## config.mk

```make
export PLATFORM = sky130hd
export DESIGN_NAME = hci_cmd_decoder_flat
export DESIGN_NICKNAME = d
export VERILOG_FILES = /design/src/rtl/i3c_pkg.sv /design/src/rtl/hci_cmd_decoder_if.sv /design/src/rtl/hci_xfer_watchdog.sv /design/src/rtl/hci_cmd_decoder.sv /design/src/flat_wrapper.sv
export SDC_FILE = /design/constraint.sdc
export NUM_CORES = 1
export LEC_CHECK = 0
export ABC_AREA = 1
export BUFFER_PORTS_ARGS = -buffer_cell sky130_fd_sc_hd__buf_2
export CORE_ASPECT_RATIO = 0.75
export CORE_UTILIZATION = 54
export CTS_CLUSTER_SIZE = 16
export DETAILED_ROUTE_END_ITERATION = 7
export PLACE_DENSITY_LB_ADDON = 0.3
export RECOVER_POWER = 100
export SYNTH_ARGS = -nofsm -noshare
export SYNTH_HDL_FRONTEND = slang
export SYNTH_SLANG_ARGS = --single-unit
```

## constraint.sdc

```tcl
create_clock -name clk_i -period 3.5 [get_ports clk_i]
set_input_delay 0.35 -clock clk_i [delete_from_list [all_inputs] [get_ports clk_i]]
set_output_delay 0.35 -clock clk_i [all_outputs]
set_load 0.02 [all_outputs]
```

## src/rtl/i3c_pkg.sv

```systemverilog
// Shared I3C/HCI types: command attributes, response status, response descriptor
// and the command decoder state encoding.
package i3c_pkg;

  localparam int CmdWroc = 30;
  localparam int CmdToc  = 31;

  typedef enum logic [2:0] {
    RegularTransfer       = 3'b000,
    ImmediateDataTransfer = 3'b001,
    AddressAssignment     = 3'b010,
    ComboTransfer         = 3'b011,
    InternalControl       = 3'b111
  } i3c_cmd_attr_e;

  typedef enum logic [3:0] {
    Success         = 4'h0,
    Crc             = 4'h1,
    Parity          = 4'h2,
    Frame           = 4'h3,
    AddrHeader      = 4'h4,
    Nack            = 4'h5,
    Ovl             = 4'h6,
    I3cShortReadErr = 4'h7,
    HcAborted       = 4'h8,
    I2cWrDataNack   = 4'h9,
    NotSupported    = 4'hA
  } i3c_resp_err_status_e;

  typedef struct packed {
    i3c_resp_err_status_e err_status;
    logic [3:0]           tid;
    logic [7:0]           rsvd;
    logic [15:0]          data_length;
  } i3c_response_desc_t;

  typedef enum logic [2:0] {
    DecIdle,
    DecFetchDw1,
    DecDispatch,
    DecWaitDone,
    DecRespond
  } hci_cmd_dec_state_e;

  function automatic logic attr_supported(input logic [2:0] attr);
    return i3c_cmd_attr_e'(attr) inside {RegularTransfer, ImmediateDataTransfer, AddressAssignment};
  endfunction

endpackage

```

## src/rtl/hci_cmd_decoder_if.sv

```systemverilog
// Command queue, flow-FSM dispatch, response queue and halt control bundle.
// Suffixes are from the decoder's point of view.
interface hci_cmd_decoder_if;
  logic        cmd_queue_rvalid_i;
  logic        cmd_queue_rready_o;
  logic [31:0] cmd_queue_rdata_i;
  logic        xfer_valid_o;
  logic        xfer_ready_i;
  logic [63:0] xfer_desc_o;
  logic [2:0]  xfer_attr_o;
  logic        xfer_done_i;
  logic [3:0]  xfer_err_i;
  logic [15:0] xfer_len_i;
  logic        abort_o;
  logic        resp_queue_wvalid_o;
  logic        resp_queue_wready_i;
  logic [31:0] resp_queue_wdata_o;
  logic        halted_o;
  logic        resume_i;

  modport slave (
    input  cmd_queue_rvalid_i, cmd_queue_rdata_i, xfer_ready_i, xfer_done_i,
           xfer_err_i, xfer_len_i, resp_queue_wready_i, resume_i,
    output cmd_queue_rready_o, xfer_valid_o, xfer_desc_o, xfer_attr_o, abort_o,
           resp_queue_wvalid_o, resp_queue_wdata_o, halted_o
  );

  modport master (
    output cmd_queue_rvalid_i, cmd_queue_rdata_i, xfer_ready_i, xfer_done_i,
           xfer_err_i, xfer_len_i, resp_queue_wready_i, resume_i,
    input  cmd_queue_rready_o, xfer_valid_o, xfer_desc_o, xfer_attr_o, abort_o,
           resp_queue_wvalid_o, resp_queue_wdata_o, halted_o
  );
endinterface

```

## src/rtl/hci_xfer_watchdog.sv

```systemverilog
// Per-transfer completion counter; tc_o fires in the cycle the count would reach Cycles.
// Cycles == 0 never fires.
module hci_xfer_watchdog #(
  parameter int unsigned Cycles = 65535,
  parameter int unsigned W      = 16
) (
  input  logic clk_i,
  input  logic rst_ni,
  input  logic clr_i,
  input  logic en_i,
  output logic tc_o
);
  localparam int unsigned CW = (W < 1) ? 1 : W;

  logic [CW-1:0] cnt_q;

  always_ff @(posedge clk_i) begin
    if (!rst_ni || clr_i) cnt_q <= '0;
    else if (en_i)        cnt_q <= cnt_q + 1'b1;
  end

  assign tc_o = (Cycles != 0) && en_i && (cnt_q == CW'(Cycles - 1));
endmodule

```

## src/rtl/hci_cmd_decoder.sv

```systemverilog
// Pops two-DWORD HCI command descriptors, dispatches supported ones to the flow FSM,
// and writes a response descriptor; halts on error until resumed.
module hci_cmd_decoder import i3c_pkg::*; #(
  parameter int unsigned TimeoutCycles = 65535,
  parameter int unsigned TimeoutW      = $clog2(TimeoutCycles + 1)
) (
  input logic               clk_i,
  input logic               rst_ni,
  hci_cmd_decoder_if.slave  bus
);
  hci_cmd_dec_state_e state_q, state_d;
  logic [63:0]        desc_q, desc_d;
  logic [2:0]         attr_q, attr_d;
  logic               xvalid_q, xvalid_d;
  logic               abort_q, abort_d;
  logic               wvalid_q, wvalid_d;
  logic               halted_q, halted_d;
  i3c_response_desc_t resp_q, resp_d;
  logic               rready, pop, wd_clr, wd_en, wd_tc;

  hci_xfer_watchdog #(.Cycles(TimeoutCycles), .W(TimeoutW)) u_wd (
    .clk_i, .rst_ni, .clr_i(wd_clr), .en_i(wd_en), .tc_o(wd_tc)
  );

  // Only the pop strobe is combinational; it must be low while reset is held.
  always_comb begin
    rready = 1'b0;
    if (rst_ni) begin
      if (state_q == DecIdle)          rready = !halted_q;
      else if (state_q == DecFetchDw1) rready = 1'b1;
    end
  end
  assign pop = rready && bus.cmd_queue_rvalid_i;

  always_comb begin
    state_d  = state_q;
    desc_d   = desc_q;
    attr_d   = attr_q;
    xvalid_d = xvalid_q;
    abort_d  = 1'b0;
    wvalid_d = wvalid_q;
    resp_d   = resp_q;
    halted_d = bus.resume_i ? 1'b0 : halted_q;
    wd_clr   = 1'b0;
    wd_en    = 1'b0;
    case (state_q)
      DecIdle: if (pop) begin
        desc_d[31:0] = bus.cmd_queue_rdata_i;
        state_d      = DecFetchDw1;
      end
      DecFetchDw1: if (pop) begin
        desc_d[63:32] = bus.cmd_queue_rdata_i;
        attr_d        = desc_q[2:0];
        if (attr_supported(desc_q[2:0])) begin
          xvalid_d = 1'b1;
          state_d  = DecDispatch;
        end else begin
          resp_d   = '{err_status: NotSupported, tid: desc_q[6:3], rsvd: 8'h00, data_length: 16'h0};
          wvalid_d = 1'b1;
          state_d  = DecRespond;
        end
      end
      DecDispatch: if (bus.xfer_ready_i) begin
        xvalid_d = 1'b0;
        wd_clr   = 1'b1;
        state_d  = DecWaitDone;
      end
      DecWaitDone: begin
        wd_en = 1'b1;
        // A completion landing on the terminal cycle beats the abort.
        if (bus.xfer_done_i) begin
          resp_d   = '{err_status: i3c_resp_err_status_e'(bus.xfer_err_i), tid: desc_q[6:3],
                       rsvd: 8'h00, data_length: bus.xfer_len_i};
          wvalid_d = desc_q[CmdWroc] || (bus.xfer_err_i != 4'(Success));
          state_d  = DecRespond;
        end else if (wd_tc) begin
          abort_d  = 1'b1;
          resp_d   = '{err_status: HcAborted, tid: desc_q[6:3], rsvd: 8'h00, data_length: 16'h0};
          wvalid_d = 1'b1;
          state_d  = DecRespond;
        end
      end
      DecRespond: begin
        if (!wvalid_q) state_d = DecIdle;
        else if (bus.resp_queue_wready_i) begin
          wvalid_d = 1'b0;
          state_d  = DecIdle;
          // Setting the halt overrides a coincident resume.
          if (resp_q.err_status != Success) halted_d = 1'b1;
        end
      end
      default: state_d = DecIdle;
    endcase
  end

  always_ff @(posedge clk_i) begin
    if (!rst_ni) begin
      state_q  <= DecIdle;
      desc_q   <= '0;
      attr_q   <= '0;
      xvalid_q <= 1'b0;
      abort_q  <= 1'b0;
      wvalid_q <= 1'b0;
      halted_q <= 1'b0;
      resp_q   <= '0;
    end else begin
      state_q  <= state_d;
      desc_q   <= desc_d;
      attr_q   <= attr_d;
      xvalid_q <= xvalid_d;
      abort_q  <= abort_d;
      wvalid_q <= wvalid_d;
      halted_q <= halted_d;
      resp_q   <= resp_d;
    end
  end

  assign bus.cmd_queue_rready_o  = rready;
  assign bus.xfer_valid_o        = xvalid_q;
  assign bus.xfer_desc_o         = desc_q;
  assign bus.xfer_attr_o         = attr_q;
  assign bus.abort_o             = abort_q;
  assign bus.resp_queue_wvalid_o = wvalid_q;
  assign bus.resp_queue_wdata_o  = resp_q;
  assign bus.halted_o            = halted_q;
endmodule

```

## src/flat_wrapper.sv

```systemverilog
// flat-port wrapper written by rule: the top's interface ports become plain ports
module hci_cmd_decoder_flat import i3c_pkg::*;
#(
  parameter int unsigned TimeoutCycles = 65535,
  parameter int unsigned TimeoutW      = $clog2(TimeoutCycles + 1)
)
  (clk_i, rst_ni, bus_cmd_queue_rvalid_i, bus_cmd_queue_rdata_i, bus_xfer_ready_i, bus_xfer_done_i, bus_xfer_err_i, bus_xfer_len_i, bus_resp_queue_wready_i, bus_resume_i, bus_cmd_queue_rready_o, bus_xfer_valid_o, bus_xfer_desc_o, bus_xfer_attr_o, bus_abort_o, bus_resp_queue_wvalid_o, bus_resp_queue_wdata_o, bus_halted_o);
  hci_cmd_decoder_if bus_i ();
  input logic clk_i;
  input logic rst_ni;
  input wire logic [$bits(bus_i.cmd_queue_rvalid_i)-1:0] bus_cmd_queue_rvalid_i;
  input wire logic [$bits(bus_i.cmd_queue_rdata_i)-1:0] bus_cmd_queue_rdata_i;
  input wire logic [$bits(bus_i.xfer_ready_i)-1:0] bus_xfer_ready_i;
  input wire logic [$bits(bus_i.xfer_done_i)-1:0] bus_xfer_done_i;
  input wire logic [$bits(bus_i.xfer_err_i)-1:0] bus_xfer_err_i;
  input wire logic [$bits(bus_i.xfer_len_i)-1:0] bus_xfer_len_i;
  input wire logic [$bits(bus_i.resp_queue_wready_i)-1:0] bus_resp_queue_wready_i;
  input wire logic [$bits(bus_i.resume_i)-1:0] bus_resume_i;
  output wire logic [$bits(bus_i.cmd_queue_rready_o)-1:0] bus_cmd_queue_rready_o;
  output wire logic [$bits(bus_i.xfer_valid_o)-1:0] bus_xfer_valid_o;
  output wire logic [$bits(bus_i.xfer_desc_o)-1:0] bus_xfer_desc_o;
  output wire logic [$bits(bus_i.xfer_attr_o)-1:0] bus_xfer_attr_o;
  output wire logic [$bits(bus_i.abort_o)-1:0] bus_abort_o;
  output wire logic [$bits(bus_i.resp_queue_wvalid_o)-1:0] bus_resp_queue_wvalid_o;
  output wire logic [$bits(bus_i.resp_queue_wdata_o)-1:0] bus_resp_queue_wdata_o;
  output wire logic [$bits(bus_i.halted_o)-1:0] bus_halted_o;
  assign bus_i.cmd_queue_rvalid_i = bus_cmd_queue_rvalid_i;
  assign bus_i.cmd_queue_rdata_i = bus_cmd_queue_rdata_i;
  assign bus_i.xfer_ready_i = bus_xfer_ready_i;
  assign bus_i.xfer_done_i = bus_xfer_done_i;
  assign bus_i.xfer_err_i = bus_xfer_err_i;
  assign bus_i.xfer_len_i = bus_xfer_len_i;
  assign bus_i.resp_queue_wready_i = bus_resp_queue_wready_i;
  assign bus_i.resume_i = bus_resume_i;
  assign bus_cmd_queue_rready_o = bus_i.cmd_queue_rready_o;
  assign bus_xfer_valid_o = bus_i.xfer_valid_o;
  assign bus_xfer_desc_o = bus_i.xfer_desc_o;
  assign bus_xfer_attr_o = bus_i.xfer_attr_o;
  assign bus_abort_o = bus_i.abort_o;
  assign bus_resp_queue_wvalid_o = bus_i.resp_queue_wvalid_o;
  assign bus_resp_queue_wdata_o = bus_i.resp_queue_wdata_o;
  assign bus_halted_o = bus_i.halted_o;
  hci_cmd_decoder #(.TimeoutCycles(TimeoutCycles), .TimeoutW(TimeoutW)) u_core (.clk_i(clk_i), .rst_ni(rst_ni), .bus(bus_i));
endmodule
```

* Yosys cells after proc, flatten, opt, wreduce, memory -nomap -nowiden *
Cells that the tools add are included.

word-level totals
  flip-flop bits (word level) = 122
  bits of input ports = 59
  logic and storage cells = 88

cells by class
  add/subtract/negate cells = 1
  equal/unequal tests = 14
  multiplexer cells = 37
  bitwise gates (word level) = 2
  reduce and logical (&&, ||, !) cells = 21

operators with widths
  kind                                                                     count
  32-bit two-way mux                                                       4
  32-bit one-hot mux with 2 select lines                                   1
  3-bit two-way mux                                                        8
  1-bit two-way mux                                                        21
  16-bit by 1-bit adder with 16-bit output, second input constant          1
  16-bit == test, second input constant                                    1
  3-bit one-hot mux with 5 select lines                                    1
  4-bit AND reduction                                                      3
  3-bit by 2-bit == test with 1-bit output, second input constant          3
  4-bit nonzero test                                                       2
  3-bit by 1-bit == test with 1-bit output, second input constant          2
  3-bit zero test                                                          2
  2-bit inequality test, second input constant                             3
  3-bit inequality test, second input constant                             2
  3-bit nonzero test                                                       2
  5-bit AND reduction                                                      1
  2-bit by 1-bit inequality test with 1-bit output, second input constant  2
  2-bit AND reduction                                                      2
  2-bit nonzero test                                                       2
  3-bit == test, second input constant                                     1
  1-bit one-hot mux with 3 select lines                                    1
  3-bit OR reduction                                                       1
  1-bit logical AND                                                        2
  1-bit zero test                                                          2
  3 further kinds                                                          5

* Depth between registers and ports, before layout *
  depth after elaboration = 7
  gate-level depth with buffers = 11
  depth with buffers taken out = 10

* By module *
Synthesis repeated with hierarchy kept, for this count alone.

unflattened totals
  cells, all modules = 767
  area, all modules = 5153.7 sq um

modules (own cells, without submodules)
  module             times used  cells an instance  area each (sq um)  sequential area each (sq um)
  hci_cmd_decoder    1           633                4272.8             1961.9
  hci_xfer_watchdog  1           134                880.8              320.3

* Worst setup path after synthesis *
OpenSTA, ideal clock, no wires.

  path type = in2reg
  start point = input rst_ni
  end point = register u_core.desc_q[27] (netlist: u_core.bus.xfer_desc_o[27])
  arrival time = 1562 ps
  path slack = 1822 ps
  stages = 7
  path through = clkbuf_1 -> and3_1 -> nand3_1 -> buf_2 -> buf_2 -> o21ai_0 -> nor2_1

on the way
  word-level cells in the longest chain between the ends = 3

ends and longest elaborated chain
  what                           line                    RTL
  start, declared                flat_wrapper.sv:10      input logic rst_ni;
  1-bit two-way mux              hci_cmd_decoder.sv:28   if (rst_ni) begin
  via bus_cmd_queue_rready_o     flat_wrapper.sv:19      output wire logic [$bits(bus_i.cmd_queue_rready_o)-1:0] bus_cmd_queue_rready_o;
  1-bit logical AND              hci_cmd_decoder.sv:33   assign pop = rready && bus.cmd_queue_rvalid_i;
  2-bit AND reduction (no line)  -
  end signal, assigned           hci_cmd_decoder.sv:108  desc_q <= desc_d;
  end, declared                  hci_cmd_decoder.sv:12   logic [63:0] desc_q, desc_d;

The timed path passes the listed nets, and every way through them passes these cells.
A chain may end at the register's enable or synchronous reset.

* Worst setup path after layout *
  start point = input rst_ni
  end point = register u_core.resp_q (netlist bit u_core.bus.resp_queue_wdata_o[24])

on the way
  word-level cells in the longest chain between the ends = 4

ends and longest elaborated chain
  what                                                        line                    RTL
  1-bit two-way mux                                           hci_cmd_decoder.sv:28
  1-bit logical AND                                           hci_cmd_decoder.sv:33
  2-bit by 1-bit inequality test with 1-bit output (no line)  -
  4-bit AND reduction (no line)                               -
  end signal, assigned                                        hci_cmd_decoder.sv:114  resp_q <= resp_d;
  end, declared                                               hci_cmd_decoder.sv:18   i3c_response_desc_t resp_q, resp_d;

Parallel ways exist; a longest one is shown, timed or not.

==> run summary <==
R2R depth -> 8
sequential element share of the synthesized area -> 46.1%
Setup Skew -> 0.00564 ns
TritonCTS Sinks -> 114
Antenna Cells -> 0
CP max stage cell -> clkbuf_1
Initial DRC Count -> 416
Worst Path Required -> 3.84 ns
Critical Path End -> u_core.bus.resp_queue_wdata_o[24]
Synth Area in XOR/XNOR -> 0.177%
Die Area -> 0.00956 mm2
Final Setup Violations -> 0
via count -> 4941
Largest delay share family, worst path -> simple AND/OR/NAND/NOR gates
Rows -> 29
core area -> 0.00867 mm2
routed wire length per instance -> 13.8 um
port bufs -> 154
DP Area -> 0.00562 mm2
drc violations -> 0
post-synthesis mux area share -> 0%
Critical Path Max Stage Delay -> 0.98 ns
synthesized cell area -> 0.00495 mm2
CP arrival -> 3.09 ns
clock-pin slew on the worst setup and hold paths -> 0.05 ns
min-delay worst type -> primary input to register
Area Growth Syn to Fin -> 23.2%
antenna violations before repair -> 0
Tot Pwr -> 4.74 mW
Routed Wire Length -> 13100 um
Gate Count Post-Synth -> 696
WP buf/inv -> 2
Final Worst Setup Slack -> 0.752 ns
number of max-cap violations -> 0
status -> complete, no violations
post_cts resized -> 0
worst reg2reg startpoint -> u_core.state_q[1]
starting density of the core -> 57.1%
RSZ-0062 raised after global routing -> no
Startpoint Class -> primary input
Synth Area in Compound Gates -> 12.4%
asr flop ratio synth -> 0%
Worst Tran Pin Value -> 1.38 ns
first-pass GRT wire length -> 21300 um
fmax -> 364 MHz
worst path cell trace -> clkbuf_1 > nand4_1 > a21oi_4 > nand3_4 > nand2_1 > inv_1 > nor2_1
TNS Setup -> 0 ns
Die Height -> 84.9 um
Avg Inst Size Synth -> 7.12 um2
hold buffer count at cts -> 0
CTS tree -> built
routability cong. -> 0.831
Routed Antenna Nets -> 0
pre-CTS setup slack -> 0.977 ns
Hold Fails Final Rpt -> 0
Synth Flop Type -> dfxtp_1
drt first pass iters -> 6
Num CTS Buffers -> 17
maximum buffer depth of the clock tree -> 2
EDFF count, synth -> 0
pwr dens -> 777 mW/mm2
Tcrit/Tclk final -> 78.5%
vias in the first global route -> 4592
fin crit period -> 2.75 ns
post-synth cell types -> 37
nets -> 891
FF-to-FF setup slack -> 0.90 ns
Max FO, Critical Path -> 31
largest family of logic cells by synthesized area -> simple AND/OR/NAND/NOR gates
hold_ws -> 0.197 ns
Synth Area in Simple Gates -> 28.4%
H-tree Lvls -> 4
# IOs -> 163
routed vias/inst -> 5.20
fin area -> 0.00610 mm2
peak supply drop -> 0.578 mV
Critical path origin -> rst_ni
post-synthesis adder-cell area fraction -> 0.505%
Critical Path End Type -> register
Slew Limit Fails -> 0
FF+latch count, synth -> 114
Skew-Pair Late Insertion Delay -> 0.41 ns
Relative slew margins -> 8.04%
critical path type -> primary input to register
yosys warns -> 0
Final HPWL DP -> 8820 um
layout cells sized above 1 -> 11.7%
largest net degree at the start of global routing -> 69
gr usage total -> 28.1%
chip width -> 113 um
Root Buffer -> clkbuf_16
layout filler cell count -> 748
grt ovf -> 0
Lkg Pwr -> 2.52 nW
postcts setup bufs -> 0
Critical Path Stages -> 7
Worst R2R End -> u_core.bus.resp_queue_wdata_o[24]
[kinds of logic after synthesis]
group	Yosys count
other cells	1
compound gates	113
buf+inv	136
xor+xnor	1
fa+ha+maj	2
simple gates	329
flops	114
[power by group]
group | internal [mW] | total [mW] | switching (mW) | leakage [nW]
Sequential | 1.53 | 1.67 | 0.141 | 0.926
Combinational | 0.354 | 1.26 | 0.910 | 1.30
Clock | 1.19 | 1.81 | 0.615 | 0.294
Total | 3.08 | 4.74 | 1.67 | 2.52
[sequential cells by signal, summed over array words and instances (netlist names)]
signal,count
u_core.bus.xfer_attr_o,3
u_core.bus.resp_queue_wvalid_o,1
u_core.bus.halted_o,1
u_core.u_wd.cnt_q,16
u_core.bus.resp_queue_wdata_o,24
u_core.bus.xfer_valid_o,1
u_core.bus.abort_o,1
u_core.bus.xfer_desc_o,64
u_core.state_q,3
[per-stage QoR]
step	std cells	utilization, %
CTS	951	71.9
finish	951	70.4
floorplan	703	-
detailed placement	919	64.8
global placement	919	64.8
global route	951	70.4
[cells in the mapped netlist, types with 4 or more instances]
cell type	number	area [um2]
a21oi_1	30	150
buf_2	10	50.1
buf_4	15	113
buf_6	5	56.3
clkbuf_1	18	67.6
dfxtp_1	114	2280
inv_1	84	315
nand2_1	92	345
nand3_1	28	140
nand3b_1	4	30.0
nand4_1	25	156
nor2_1	164	616
nor3_1	5	25.0
o21ai_0	72	360
[worst min-delay path by stage]
stage	from	endpoint	slack (ns)	cells after the start
detailed placement	u_core.bus.xfer_desc_o[33]	u_core.bus.xfer_desc_o[33]	0.47	2
finish	bus_cmd_queue_rdata_i[12]	u_core.bus.xfer_desc_o[12]	0.20	3
CTS	bus_cmd_queue_rdata_i[12]	u_core.bus.xfer_desc_o[12]	0.19	3
global placement	u_core.bus.xfer_desc_o[11]	u_core.bus.xfer_desc_o[11]	0.46	2
floorplan	u_core.u_wd.cnt_q[2]	u_core.u_wd.cnt_q[2]	0.44	1
global route	bus_cmd_queue_rdata_i[15]	u_core.bus.xfer_desc_o[15]	0.21	3
[final cells by class]
type                       instances  area [um2]  area share [%]
sequential                       114        2280            37.4
multi-input combinational        453        2070            33.9
timing repair buffer             158         677            11.1
clock buffer                      19         433            7.09
inverter                          86         323            5.29
clock inverter                    13         184            3.01
tap                              108         135            2.21
[cells in the final DEF, fill, tap and decap left out, types with 2 or more instances in the layout]
| cell type | count |
|---|---|
| bufinv_16 | 4 |
| nand3b_1 | 4 |
| o21a_1 | 2 |
| o21ai_0 | 73 |
| dfxtp_1 | 114 |
| nand3_1 | 29 |
| ha_1 | 2 |
| inv_6 | 2 |
| clkbuf_1 | 99 |
| buf_4 | 3 |
| o31ai_1 | 2 |
| clkinv_2 | 3 |
| a21oi_1 | 30 |
| inv_1 | 86 |
| conb_1 | 8 |
| nor2_1 | 165 |
| nor3_1 | 5 |
| nand2_1 | 93 |
| clkbuf_16 | 17 |
| nand4_1 | 25 |
| clkinvlp_4 | 3 |
| buf_2 | 57 |
[routing by layer]
metal  share of wire [%]  routed length [um]  vias up  track usage, %
li1                    -                   -     2450               -
met5                   0                   0        -               0
met2                  46                6020      195            44.7
met1                  45                5950     2256            35.5
met4                 2.9                 378        0            13.5
met3                 5.7                 751       40            7.79
[worst reg2reg max path: stages (launching register included)]
cell and delay [ns]:
dfxtp_1 0.41, nand2_1 0.12, nor2_4 0.47, nand3_2 0.20, o21bai_4 0.60, nand3_4 0.39, nand2_1 0.17, inv_1 0.06
nor2_1 0.11
(Power assumes the default switching activity.)
